$ cat src/rtl/alu_mult_seq.sv
// alu_mult_seq: unsigned shift-and-add multiplier that borrows the shared
// execute-stage ALU (ADD op) through an alu_req/alu_gnt handshake.
// Produces the low 32 bits of op_a*op_b plus an unsigned overflow flag.
//
// Optional feature macro: MULT_EARLY_EXIT_EN
//   defined   -> RUN finishes as soon as the remaining multiplier is zero
//   undefined -> always exactly N_BITS granted RUN cycles (fixed latency)
//
// state | meaning
// IDLE  | waiting for start
// RUN   | one ALU add per granted cycle, stalls while alu_gnt=0
// DONE  | done pulse; start here chains straight back into RUN
module alu_mult_seq #(
    parameter int N_BITS = 32
) (
    input  logic        CLK,
    input  logic        nRST,
    input  logic        start,
    input  logic [31:0] op_a,
    input  logic [31:0] op_b,
    output logic        busy,
    output logic        done,
    output logic [31:0] result,
    output logic        ovf,
    output logic        alu_req,
    input  logic        alu_gnt,
    output logic [3:0]  alu_aluop,
    output logic [31:0] alu_port_a,
    output logic [31:0] alu_port_b,
    input  logic [31:0] alu_output
);

    localparam logic [3:0]  ALU_ADD     = 4'b0010;
    localparam logic [32:0] MASK_EXT    = (33'd1 << N_BITS) - 33'd1;
    localparam logic [31:0] MPLIER_MASK = MASK_EXT[31:0];
    localparam logic [5:0]  LAST_CNT    = 6'(N_BITS - 1);

    typedef enum logic [1:0] {
        S_IDLE = 2'd0,
        S_RUN  = 2'd1,
        S_DONE = 2'd2
    } state_t;

    state_t      state_q, state_d;
    logic [31:0] acc_q, acc_d;
    logic [31:0] mcand_q, mcand_d;
    logic [31:0] mplier_q, mplier_d;
    logic [5:0]  cnt_q, cnt_d;
    logic        lost_q, lost_d;
    logic        ovf_int_q, ovf_int_d;
    logic [31:0] result_q, result_d;
    logic        ovf_q, ovf_d;
    logic        busy_q, busy_d;
    logic        done_q, done_d;
    logic        alu_req_q, alu_req_d;
    logic        early_exit;
    logic        load;

    // Next-state and datapath: load on accepted start, one add per granted RUN cycle
    always_comb begin
        state_d   = state_q;
        acc_d     = acc_q;
        mcand_d   = mcand_q;
        mplier_d  = mplier_q;
        cnt_d     = cnt_q;
        lost_d    = lost_q;
        ovf_int_d = ovf_int_q;
        result_d  = result_q;
        ovf_d     = ovf_q;
`ifdef MULT_EARLY_EXIT_EN
        early_exit = (mplier_q == 32'd0);
`else
        early_exit = 1'b0;
`endif
        load = start && ((state_q == S_IDLE) || (state_q == S_DONE));

        case (state_q)
            S_IDLE: begin
                if (start) state_d = S_RUN;
            end
            S_RUN: begin
                if (early_exit) begin
                    result_d = acc_q;
                    ovf_d    = ovf_int_q;
                    state_d  = S_DONE;
                end else if (alu_gnt) begin
                    if (mplier_q[0]) begin
                        acc_d = alu_output;
                        // a wrapped add or a partial product already past bit 31
                        if ((alu_output < acc_q) || lost_q) ovf_int_d = 1'b1;
                    end
                    lost_d   = lost_q | mcand_q[31];
                    mcand_d  = mcand_q << 1;
                    mplier_d = mplier_q >> 1;
                    cnt_d    = cnt_q + 6'd1;
                    if (cnt_q == LAST_CNT) begin
                        result_d = acc_d;
                        ovf_d    = ovf_int_d;
                        state_d  = S_DONE;
                    end
                end
            end
            S_DONE: begin
                state_d = start ? S_RUN : S_IDLE;
            end
            default: state_d = S_IDLE;
        endcase

        if (load) begin
            acc_d     = 32'd0;
            mcand_d   = op_a;
            mplier_d  = op_b & MPLIER_MASK;
            cnt_d     = 6'd0;
            lost_d    = 1'b0;
            ovf_int_d = 1'b0;
        end

        busy_d = (state_d == S_RUN);
        done_d = (state_d == S_DONE);
`ifdef MULT_EARLY_EXIT_EN
        // the early-exit cycle does not consume the ALU
        alu_req_d = (state_d == S_RUN) && (mplier_d != 32'd0);
`else
        alu_req_d = (state_d == S_RUN);
`endif
    end

    // State and registered outputs, synchronous active-low reset
    always_ff @(posedge CLK) begin
        if (!nRST) begin
            state_q   <= S_IDLE;
            acc_q     <= 32'd0;
            mcand_q   <= 32'd0;
            mplier_q  <= 32'd0;
            cnt_q     <= 6'd0;
            lost_q    <= 1'b0;
            ovf_int_q <= 1'b0;
            result_q  <= 32'd0;
            ovf_q     <= 1'b0;
            busy_q    <= 1'b0;
            done_q    <= 1'b0;
            alu_req_q <= 1'b0;
        end else begin
            state_q   <= state_d;
            acc_q     <= acc_d;
            mcand_q   <= mcand_d;
            mplier_q  <= mplier_d;
            cnt_q     <= cnt_d;
            lost_q    <= lost_d;
            ovf_int_q <= ovf_int_d;
            result_q  <= result_d;
            ovf_q     <= ovf_d;
            busy_q    <= busy_d;
            done_q    <= done_d;
            alu_req_q <= alu_req_d;
        end
    end

    assign busy       = busy_q;
    assign done       = done_q;
    assign result     = result_q;
    assign ovf        = ovf_q;
    assign alu_req    = alu_req_q;
    assign alu_aluop  = ALU_ADD;
    assign alu_port_a = (state_q == S_RUN) ? acc_q : 32'd0;
    assign alu_port_b = (state_q == S_RUN) ? mcand_q : 32'd0;

endmodule

$ cat config.mk
export PLATFORM = sky130hd
export DESIGN_NAME = alu_mult_seq
export DESIGN_NICKNAME = d
export VERILOG_FILES = /design/src/rtl/alu_mult_seq.sv
export SDC_FILE = /design/constraint.sdc
export NUM_CORES = 1
export LEC_CHECK = 0
export BUFFER_PORTS_ARGS = -buffer_cell sky130_fd_sc_hd__buf_2
export CAP_MARGIN = 25
export CORE_MARGIN = 4
export CORE_UTILIZATION = 30
export DETAILED_ROUTE_END_ITERATION = 10
export SYNTH_ARGS = -nofsm -noshare
export SYNTH_HDL_FRONTEND = slang
export SYNTH_SLANG_ARGS = --single-unit
$ cat constraint.sdc
create_clock -name CLK -period 2 [get_ports CLK]
set_clock_uncertainty 0.15 [all_clocks]
set_input_delay 0.3 -clock CLK [delete_from_list [all_inputs] [get_ports CLK]]
set_output_delay 0.3 -clock CLK [all_outputs]
set_load 0.01 [all_outputs]
[After elaboration in Yosys (flattened, before gate mapping)]
Index checks and enable logic that the tools add are counted.
W data, S select, Z words.
Word-level totals
  flip-flop bits (word level): 141
  latch bits: 0
  memory bits (writable): 0
  memory bits (read-only): 0
  logic and storage cells: 46
  memories kept: 0
Cells by class
  add/subtract/negate cells: 1
  multipliers: 0
  div/mod/pow operators: 0
  $lt $le $gt $ge: 1
  equality and inequality tests: 5
  shifts and indexed selects: 0
  mux-type cells: 16
  bitwise operators: 2
  reduce and logical (&&, ||, !) cells: 10
Operators by type and width (number)
  $mux W32: 9
  $lt A32 B32 Y1: 1
  $add A6 B1 Y6 const B: 1
  $eq A6 B5 Y1 const B: 1
  $mux W2: 3
  $pmux W2 S3: 1
  $eq A2 B1 Y1 const B: 2
  $eq A2 B2 Y1 const B: 2
  $reduce_and A2 Y1: 2
  $reduce_bool A2 Y1: 2
  $mux W1: 3
  $reduce_and A3 Y1: 1
  $logic_not A2 Y1: 1
  $logic_or A1 B1 Y1: 2
  $reduce_or A2 Y1: 1
  $logic_and A1 B1 Y1: 1
  $not A1 Y1: 1
  $or A1 B1 Y1: 1

[Longest topological paths before layout]
Gate-level depths: netlist of the first run.
  depth after elaboration: 5
  depth in mapped cells: 8
  mapped depth without buffers: 8

[Worst setup path after synthesis of the first run]
OpenSTA, ideal clock, no wires.
  path kind: register to register
  from: register acc_q[2]
  to: register ovf_q, in the netlist ovf
  setup time: 0.060 ns
  data arrival time: 1.612 ns
  required time: 1.790 ns
  path slack: 0.179 ns
  cell stages (with the launch flop): 9
  path buffers: 0
  cell sequence: dfxtp_1 > inv_1 > ha_1 > a211o_1 > a31oi_1 > o221ai_1 > a211oi_1 > o2111ai_1 > nand2_1
Between the ends
  word-level cells in the longest chain between the ends: 4
Ends and longest elaborated chain
  from (decl): RTL line 45  | logic [31:0] acc_q, acc_d;
  from (signal assigned): RTL line 132  | acc_q <= 32'd0;
  from (signal assigned): RTL line 145  | acc_q <= acc_d;
  $lt A32 B32 Y1: RTL line 90  | if ((alu_output < acc_q) || lost_q) ovf_int_d = 1'b1;
  $logic_or A1 B1 Y1: RTL line 90
  $mux W1: RTL line 90
  $mux W1: RTL line 87  | if (mplier_q[0]) begin
  to (signal assigned): RTL line 152  | ovf_q <= ovf_d;
  to (decl): RTL line 52  | logic ovf_q, ovf_d;
Every way passes these cells.
A chain may end at the register's enable or synchronous reset.

[Worst setup path after layout of the first run]
  from: register state_q[1]
  to: output alu_port_b[1]
Between the ends
  word-level cells in the longest chain between the ends: 2
Ends and longest elaborated chain
  from (decl): RTL line 44  | state_t state_q, state_d;
  from (signal assigned): RTL line 144  | state_q <= state_d;
  $eq A2 B1 Y1: RTL line 166  | assign alu_port_b = (state_q == S_RUN) ? mcand_q : 32'd0;
  $mux W32: RTL line 166
  to (decl): RTL line 29  | output logic [31:0] alu_port_b,
Every way passes these cells.

==> results.sh, run 1 <==
export IMPL_ir_worst_vdd_mv=0.469
export IMPL_antenna_cells=0
export IMPL_clk_path_buf_depth=2
export IMPL_start_kind="flip-flop"
export IMPL_cp_arrival_ns=1.59
export IMPL_io_pins=204
export IMPL_drt_first_pass_iters=5
export IMPL_synth_top_area_cell="dfxtp_1"
export IMPL_avgSynthCellArea_um2=8.05
export IMPL_path_max_fanout=8
export IMPL_syn_inst=887
export IMPL_powerDensity_nw_per_um2=704
export IMPL_route_vias_total=7233
export IMPL_area_growth_pct=54.3
export IMPL_ys_warnings_count=0
export IMPL_die_width_um=162
export IMPL_routed_via_density=4.81
export IMPL_die_area_um2=26300
export IMPL_crit_path_end_kind="output port"
export IMPL_synthDistinctLibCells=37
export IMPL_grt_overflow=0
export IMPL_period_needed_ns=2.04
export IMPL_place_hpwl_um=14100
export IMPL_core_rowCount=56
export IMPL_die_h_um=162
export IMPL_r2r_end="ovf_int_q"
export IMPL_io_buffers=199
export IMPL_p_leak_nw=5.44
export IMPL_track_usage=0.165
export IMPL_hold_ws_ns=0.0229
export IMPL_fmax_mhz=490
export IMPL_nFillCells=2204
export IMPL_ys_ff_latch=141
export IMPL_grt_pass1_vias=7033
export IMPL_floorplan_initialDensity=0.304
export IMPL_hold_viol_final=0
export IMPL_setup_ws_ns=-0.0425
export IMPL_cap_violations=0
export IMPL_cpMostUsedCell="buf_6"
export IMPL_clk_latency_ns=0.42
export IMPL_final_cell_mix="235 x nand2_1, 155 x buf_2, 122 x dfxtp_1, 94 x o211a_1, 87 x dlygate4sd3_1"
export IMPL_grt_first_pass_wirelength_um=35700
export IMPL_finalWeightedCongestion=0.795
export IMPL_wirelength_um=24000
export IMPL_nets=1304
export IMPL_violations="negative setup slack"
export IMPL_seq_area_frac_synth=0.395
export IMPL_crit_type="reg2out"
export IMPL_cpMaxStageDelayCell="dfxtp_1"
export IMPL_clk_pin_slew_worst_paths_ns=0.06
export IMPL_setup_viol=18
export IMPL_cts_sinks=141
export IMPL_core_um2=23500
export IMPL_cts_inserted_buffers=17
export IMPL_status="complete, but fails checks"
export IMPL_post_route_drc_count=0
export IMPL_placedInstanceArea_um2=8710
export IMPL_r2r_slack_ns=0.07
export IMPL_synth_area_um2=7140
export IMPL_rsz0062_at_grt="yes"
export IMPL_multi_input_comb_area_um2=4170
export IMPL_htreeDepth=4
export IMPL_seqCellArea_um2=2850
export IMPL_final_common_cell="nand2_1"
export IMPL_drv_slew=0
export IMPL_cp_data_required_time_ns=1.55
export IMPL_cts_tree="done"
export IMPL_hold_start="alu_output[14]"
export IMPL_grt_max_degree=99
export IMPL_clock_root_buffer="clkbuf_16"
export IMPL_avgRoutedWirePerCell_um=16.0
export IMPL_min_path_cells=3
export IMPL_slowest_delay_ns=0.35
export IMPL_whs_endpoint="acc_q[14]"
export IMPL_rr_worst_depth=8
export IMPL_hp_class="in2reg"
export IMPL_timing_rr_start="acc_q[31]"
export IMPL_drtAntennaViolNets=0
export IMPL_synth_top_area_frac=0.395
export IMPL_drt_iter0_markers=447
export IMPL_path_cells="nor2b_4 -> buf_6 -> clkbuf_16 -> and2_4 -> buf_6"
export IMPL_drive_gt1_frac=0.321
export IMPL_antenna_found_initial=1
export IMPL_ys_top_cells_by_area="dfxtp_1 40%, o211a_1 13%, nand2_1 12%"
export IMPL_post_route_period_util=1.02
export IMPL_design_area_um2=11000
## area by class of cell
| type | count | area share |
|---|---|---|
| Clock buffer | 18 | 0.0399 |
| Clock inverter | 14 | 0.0187 |
| Inverter | 31 | 0.0106 |
| Multi-Input combinational cell | 638 | 0.379 |
| Sequential cell | 141 | 0.258 |
| Tap cell | 319 | 0.0362 |
| Timing Repair Buffer | 343 | 0.257 |
## cells by family after synthesis
kind of cell	count (synthesis)	share of synthesized area
adder cells (fa/ha/maj)	32	0.0561
other	2	0.00105
multiplexers	1	0.00140
XOR/XNOR	5	0.00613
AO/OA/AOI/OAI	193	0.218
AND/OR/NAND/NOR	403	0.257
flip-flops	141	0.395
buffers and inverters	110	0.0648
## flip-flops by register name, indices dropped and copies added, names as in the netlist
name	flops
acc_q	32
mcand_q	32
mplier_q	32
result	32
cnt_q	6
state_q	2
alu_req	1
done	1
lost_q	1
ovf	1
ovf_int_q	1
## per-layer routing
metal	wire length [µm]	up-vias	track usage
met1	10900	3362	0.219
met4	264	2	0.0469
met3	1350	23	0.0373
met2	11400	228	0.269
li1	-	3618	-
met5	13	-	0
## Yosys cell counts (all sizes together)
cell	number
nand2b	3
a31oi	1
nand2	237
a221o	1
mux2i	1
and4	2
a21boi	4
dfxtp	141
a21o	2
o21a	1
o31ai	1
nand3	71
xor2	3
conb	2
o211a	94
o21ai	5
ha	32
nand4	7
nor4	1
o2111ai	1
a211o	1
and2	68
o211ai	32
a21oi	47
clkbuf	49
buf	30
inv	31
xnor2	2
o221ai	1
nor2	10
and3b	1
a211oi	2
nor3	1
nor2b	2
## worst max-delay path, delay by kind of cell (launching register included)
family        cells  cell delay (ns)
buf+inv           3             0.46
flops             1             0.35
simple gates      2             0.38
## repair_timing
item,CTS,global route
buffers inserted,2,7
hold endpoints to repair,87,0
cloned,1,5
pin swaps,4,31
endpoints found under the setup margin,37,58
hold buffers,87,0
resized for setup,12,131
## report_power, final
part / switching [W] / total [W] / internal, W
clock: 0.00137 / 0.00353 / 0.00215
sequential: 0.0000888 / 0.00302 / 0.00294
combinational: 0.000597 / 0.00120 / 0.000606
## through the flow
stage | worst slack [ns] | power (W) | TNS (ns) | utilization | instances
floorplan | 0.179 | 0.00360 | 0 | - | 889
global placement | -0.156 | 0.00394 | -0.288 | 0.371 | 1372
detailed placement | -0.221 | 0.00395 | -0.436 | 0.371 | 1372
CTS | -0.0356 | 0.00771 | -0.991 | 0.440 | 1494
global route | -0.0952 | 0.00812 | -3.16 | 0.469 | 1504
finish | -0.0425 | 0.00776 | -0.252 | 0.469 | 1504
## worst max path at each step
stage	startpoint	end	slack, ns	cells after the start
after detailed placement	alu_output[2]	ovf_int_q	-0.22	8
after global routing	state_q[1]	alu_port_b[1]	-0.1	5
final	state_q[1]	alu_port_b[1]	-0.04	5
after global placement	alu_output[2]	ovf	-0.16	8
after floorplan	acc_q[2]	ovf	0.18	8
after CTS	state_q[0]	alu_port_a[3]	-0.04	5
(Power assumes the default switching activity.)
==> inputs of run 2 (changes only) <==
--- a/config.mk
+++ b/config.mk
@@ -8,8 +8,9 @@
 export BUFFER_PORTS_ARGS = -buffer_cell sky130_fd_sc_hd__buf_2
 export CAP_MARGIN = 25
 export CORE_MARGIN = 4
-export CORE_UTILIZATION = 30
+export CORE_UTILIZATION = 53
 export DETAILED_ROUTE_END_ITERATION = 10
+export PLACE_DENSITY = 0.81
 export SYNTH_ARGS = -nofsm -noshare
 export SYNTH_HDL_FRONTEND = slang
 export SYNTH_SLANG_ARGS = --single-unit
==> run 2 against run 1 <==
  * The flow still finishes with violations (negative setup slack)
  * First-iteration DRC count up 42%
  * Clock power decreased by 8.5%
  * Worst hold slack better by 0.0087 ns
  * Largest cell class unchanged
  * Utilization up 33 points
  * Final area decreased by 3.8%
  * Count of clock-buffer cells in the layout up 3
  * Flip-flop and latch count unchanged
  * Cell count decreased by 10%
==> results.sh, run 2 (synthesis results as in run 1) <==
export IMPL_status="complete, but fails checks"
export IMPL_violations="negative setup slack"
export IMPL_clk_latency_ns=0.44
export IMPL_rsz0062_at_grt="yes"
export IMPL_floorplan_initialDensity=0.539
export IMPL_drt_iter0_markers=634
export IMPL_cts_tree="done"
export IMPL_path_max_fanout=5
export IMPL_cpMostUsedCell="buf_6"
export IMPL_cap_violations=0
export IMPL_routed_via_density=5.76
export IMPL_clk_pin_slew_worst_paths_ns=0.06
export IMPL_start_kind="flip-flop"
export IMPL_io_pins=204
export IMPL_io_buffers=199
export IMPL_fmax_mhz=487
export IMPL_avgRoutedWirePerCell_um=18.5
export IMPL_powerDensity_nw_per_um2=708
export IMPL_antenna_found_initial=1
export IMPL_hp_class="in2reg"
export IMPL_route_vias_total=7775
export IMPL_drt_first_pass_iters=6
export IMPL_cts_inserted_buffers=17
export IMPL_ir_worst_vdd_mv=0.858
export IMPL_cp_data_required_time_ns=1.55
export IMPL_path_cells="nor2b_4 -> buf_6 -> clkbuf_16 -> and2_4 -> buf_6"
export IMPL_core_um2=13200
export IMPL_core_rowCount=42
export IMPL_hold_viol_final=0
export IMPL_grt_max_degree=131
export IMPL_htreeDepth=4
export IMPL_die_width_um=124
export IMPL_drive_gt1_frac=0.304
export IMPL_cp_top_family="buffers and inverters"
export IMPL_nets=1292
export IMPL_grt_pass1_vias=6967
export IMPL_period_needed_ns=2.05
export IMPL_final_common_cell="nand2_1"
export IMPL_p_leak_nw=5.36
export IMPL_power_w=0.00750
export IMPL_drtAntennaViolNets=0
export IMPL_tns_ns=-0.727
export IMPL_slew_headroom=0.622
export IMPL_post_route_period_util=1.03
export IMPL_worstMarginPinSlew_ns=0.568
export IMPL_critical_path_buf_inv_count=3
export IMPL_placedInstanceArea_um2=8380
export IMPL_cpMaxStageDelayCell="dfxtp_2"
export IMPL_fin_util=0.800
export IMPL_die_h_um=124
export IMPL_clk_path_buf_depth=2
export IMPL_cts_sinks=141
export IMPL_slowest_delay_ns=0.35
export IMPL_wirelength_um=24900
export IMPL_setup_viol=29
export IMPL_design_area_um2=10600
export IMPL_crit_type="reg2out"
export IMPL_drv_slew=0
export IMPL_final_cell_mix="232 x nand2_1, 165 x buf_2, 123 x dfxtp_1, 94 x o211a_1, 86 x dlygate4sd3_1"
export IMPL_grt_first_pass_wirelength_um=33600
export IMPL_pre_cts_ws_ns=-0.111
export IMPL_place_hpwl_um=12400
export IMPL_setup_ws_ns=-0.0523
export IMPL_cp_arrival_ns=1.60
export IMPL_die_area_um2=15400
export IMPL_crit_path_end_kind="output port"
export IMPL_post_route_drc_count=0
export IMPL_grt_overflow=0
export IMPL_track_usage=0.276
export IMPL_finalWeightedCongestion=0.820
export IMPL_clock_root_buffer="clkbuf_16"
export IMPL_area_growth_pct=48.4
==> run 2: cell count changes in the layout (fill, tap and decap cells not counted), moves of 6 or more <==
| cell | before | now |
|---|---|---|
| and2_1 | 22 | 37 |
| buf_6 | 46 | 35 |
| inv_2 | 2 | 9 |
| buf_12 | 15 | 9 |
| buf_2 | 155 | 165 |
| and2_4 | 46 | 31 |
| buf_4 | 36 | 26 |
| inv_1 | 29 | 22 |
==> run 2: cell type report <==
cell class,instances,area (µm²)
antenna,1,2.50
clock buffer,21,450
clock inverter,11,143
fill,782,2650
inverter,31,116
multi-input combinational,638,4150
sequential,141,2850
tap,176,220
timing repair buffer,331,2660
==> run 2: final timing paths <==
| path | start | to | slack, ns | cells after the start |
|---|---|---|---|---|
| max | state_q[0] | alu_port_b[16] | -0.05 | 5 |
| min | alu_output[16] | acc_q[16] | 0.03 | 3 |
| max reg2reg | state_q[0] | mcand_q[28] | -0.04 | 8 |
| min reg2reg | acc_q[21] | acc_q[21] | 0.31 | 2 |
==> run 2: timing repair <==
action | in CTS | in global routing
hold buffers | 89 | 0
pin swaps | 3 | 32
resized for setup | 11 | 114
setup buffers | 5 | 7
setup endpoints to repair | 33 | 92
cloned | 2 | 5
endpoints found under the hold margin | 89 | 0
==> run 2: where the power goes <==
| group | switching [W] | total [W] | internal, W |
|---|---|---|---|
| clock | 0.00124 | 0.00323 | 0.00199 |
| combinational | 0.000626 | 0.00123 | 0.000603 |
| sequential | 0.000102 | 0.00304 | 0.00294 |
| total | 0.00197 | 0.00750 | 0.00553 |
==> run 2: tightest hold or removal path, delay by kind of cell <==
kind	cells	cell delay, ns
buf+inv	1	0.12
simple gates	1	0.07
compound gates	1	0.06
==> run 2: metal layers <==
metal / global-route usage / part of all wire / wire (µm) / vias up
met5: 0 / 0 / 0 / -
met4: 0.106 / 0.029 / 718 / 0
met3: 0.0813 / 0.097 / 2420 / 72
met2: 0.459 / 0.49 / 12300 / 464
met1: 0.337 / 0.38 / 9480 / 3646
li1: - / - / - / 3593
==> run 2: through the flow <==
step	hold WS, ns	cells
6_report	0.0316	1350
5_1_grt	0.0153	1350
4_1_cts	0.0161	1342
3_5_place_dp	0.307	1214
3_3_place_gp	0.302	1214
2_1_floorplan	0.286	889
==> inputs of run 3 (changes only) <==
--- a/config.mk
+++ b/config.mk
@@ -11,6 +11,7 @@
 export CORE_UTILIZATION = 53
 export DETAILED_ROUTE_END_ITERATION = 10
 export PLACE_DENSITY = 0.81
+export REMOVE_ABC_BUFFERS = 1
 export SYNTH_ARGS = -nofsm -noshare
 export SYNTH_HDL_FRONTEND = slang
 export SYNTH_SLANG_ARGS = --single-unit
==> run 3 against run 2 <==
  * The run now ends clean
  * Sequential power barely moved
  * Final area shrank 3.3%
  * Combinational power down 8%
  * Die area did not move
  * Clock power rose by 8.7%
  * Flip-flop and latch count is the same
  * Critical endpoint is now ovf_int_q
  * Largest cell class unchanged
==> results.sh, run 3 (synthesis results as in run 1) <==
export IMPL_grt_first_pass_wirelength_um=34800
export IMPL_nFillCells=874
export IMPL_slowest_delay_ns=0.63
export IMPL_status="complete, no violations"
export IMPL_cp_data_required_time_ns=2.22
export IMPL_hold_viol_final=0
export IMPL_cap_violations=0
export IMPL_path_max_fanout=3
export IMPL_route_vias_total=7578
export IMPL_seqCellArea_um2=2840
export IMPL_drive_gt1_frac=0.264
export IMPL_nets=1280
export IMPL_start_kind="input port"
export IMPL_cts_tree="done"
export IMPL_powerDensity_nw_per_um2=748
export IMPL_stdcell_count=1337
export IMPL_design_area_um2=10200
export IMPL_antenna_cells=0
export IMPL_avgRoutedWirePerCell_um=17.8
export IMPL_routed_via_density=5.67
export IMPL_hold_ws_ns=0.00665
export IMPL_io_buffers=199
export IMPL_cpMaxStageDelayCell="dlygate4sd3_1"
export IMPL_place_hpwl_um=12400
export IMPL_grt_overflow=0
export IMPL_drtAntennaViolNets=0
export IMPL_io_pins=204
export IMPL_htreeDepth=4
export IMPL_area_growth_pct=43.5
export IMPL_period_needed_ns=1.99
export IMPL_clk_pin_slew_worst_paths_ns=0.05
export IMPL_clk_path_buf_depth=2
export IMPL_crit_type="in2reg"
export IMPL_post_route_period_util=0.997
export IMPL_critical_path_buf_inv_count=1
export IMPL_cp_top_family="compound AO/OA/AOI/OAI gates"
export IMPL_core_rowCount=42
export IMPL_crit_path_end_kind="flip-flop"
export IMPL_drt_iter0_markers=822
export IMPL_core_um2=13200
export IMPL_placedInstanceArea_um2=8300
export IMPL_hp_class="in2reg"
export IMPL_fmax_mhz=501
export IMPL_final_cell_mix="234 x nand2_1, 192 x buf_2, 129 x dfxtp_1, 94 x o211a_1, 92 x dlygate4sd3_1"
export IMPL_cts_inserted_buffers=17
export IMPL_antenna_found_initial=0
export IMPL_multi_input_comb_area_um2=4070
export IMPL_path_cells="dlygate4sd3_1 -> ha_4 -> a21oi_1 -> o21ai_1 -> a221o_1 -> a211oi_2 -> o211ai_1 -> nand3_1"
export IMPL_drv_slew=0
export IMPL_placed_cells=1206
export IMPL_fin_util=0.774
export IMPL_rsz0062_at_grt="yes"
export IMPL_clk_latency_ns=0.43
export IMPL_grt_max_degree=81
export IMPL_r2r_slack_ns=0.04
export IMPL_floorplan_initialDensity=0.539
export IMPL_grt_pass1_vias=7278
export IMPL_setup_viol=0
export IMPL_cts_sinks=141
export IMPL_post_route_drc_count=0
export IMPL_p_leak_nw=5.21
export IMPL_clock_root_buffer="clkbuf_16"
export IMPL_die_area_um2=15400
export IMPL_finalWeightedCongestion=0.861
export IMPL_die_width_um=124
export IMPL_drt_first_pass_iters=7
export IMPL_final_common_cell="nand2_1"
export IMPL_track_usage=0.284
export IMPL_ir_worst_vdd_mv=0.632
export IMPL_cp_arrival_ns=2.22
export IMPL_die_h_um=124
export IMPL_wirelength_um=23700
==> run 3: metrics by stage <==
step / TNS, ns / setup slack, ns / total power (W)
after floorplan: -325.36 / -2.64 / 0.00355
after global placement: -0.108 / -0.0635 / 0.00389
after detailed placement: -0.266 / -0.134 / 0.00391
after CTS: 0 / 0.00114 / 0.00757
after global routing: -0.247 / -0.109 / 0.00793
final: 0 / 0.00519 / 0.00766
==> run 3: what timing repair did <==
action / in CTS / in global routing
buffers inserted: 5 / 2
hold buffers: 92 / 0
pin swaps: 4 / 13
cloned: 1 / 3
endpoints found under the setup margin: 63 / 39
hold endpoints to repair: 92 / 0
resized for setup: 16 / 39
==> run 3: path summary, 6_finish.rpt <==
check	cells past startpoint	start	endpoint
setup / recovery	8	alu_output[18]	ovf_int_q
hold / removal	3	alu_output[31]	acc_q[31]
setup reg to reg	8	acc_q[7]	ovf_int_q
hold reg to reg	2	acc_q[27]	acc_q[27]
==> run 3: power by group <==
group / internal [W] / switching (W) / total, W
Sequential: 0.00294 / 0.0000826 / 0.00302
Clock: 0.00230 / 0.00121 / 0.00351
Combinational: 0.000540 / 0.000588 / 0.00113
==> run 3: final cells by class <==
| class | count | share of cell area |
|---|---|---|
| flip-flops and latches | 141 | 0.277 |
| multi-input cells | 638 | 0.397 |
| well taps | 176 | 0.0215 |
| clock inverters | 11 | 0.0183 |
| repair buffers | 319 | 0.228 |
| clock buffers | 21 | 0.0459 |
| inverters | 31 | 0.0114 |
==> run 3: worst reg2reg max path: cells and delay by family, from the launching register on <==
family	cells	cell delay (ns)
AOI/OAI and AO/OA	4	0.69
DFF	1	0.36
adders and majority gates	1	0.29
and+or+nand+nor	2	0.27
buffers and inverters	1	0.08
==> run 3: routing by layer <==
| layer | track usage | wire, µm | vias to the layer above |
|---|---|---|---|
| met5 | 0 | 0 | - |
| met4 | 0.136 | 1010 | 0 |
| met3 | 0.0654 | 1610 | 98 |
| met2 | 0.488 | 11800 | 397 |
| met1 | 0.335 | 9290 | 3521 |
| li1 | - | - | 3562 |
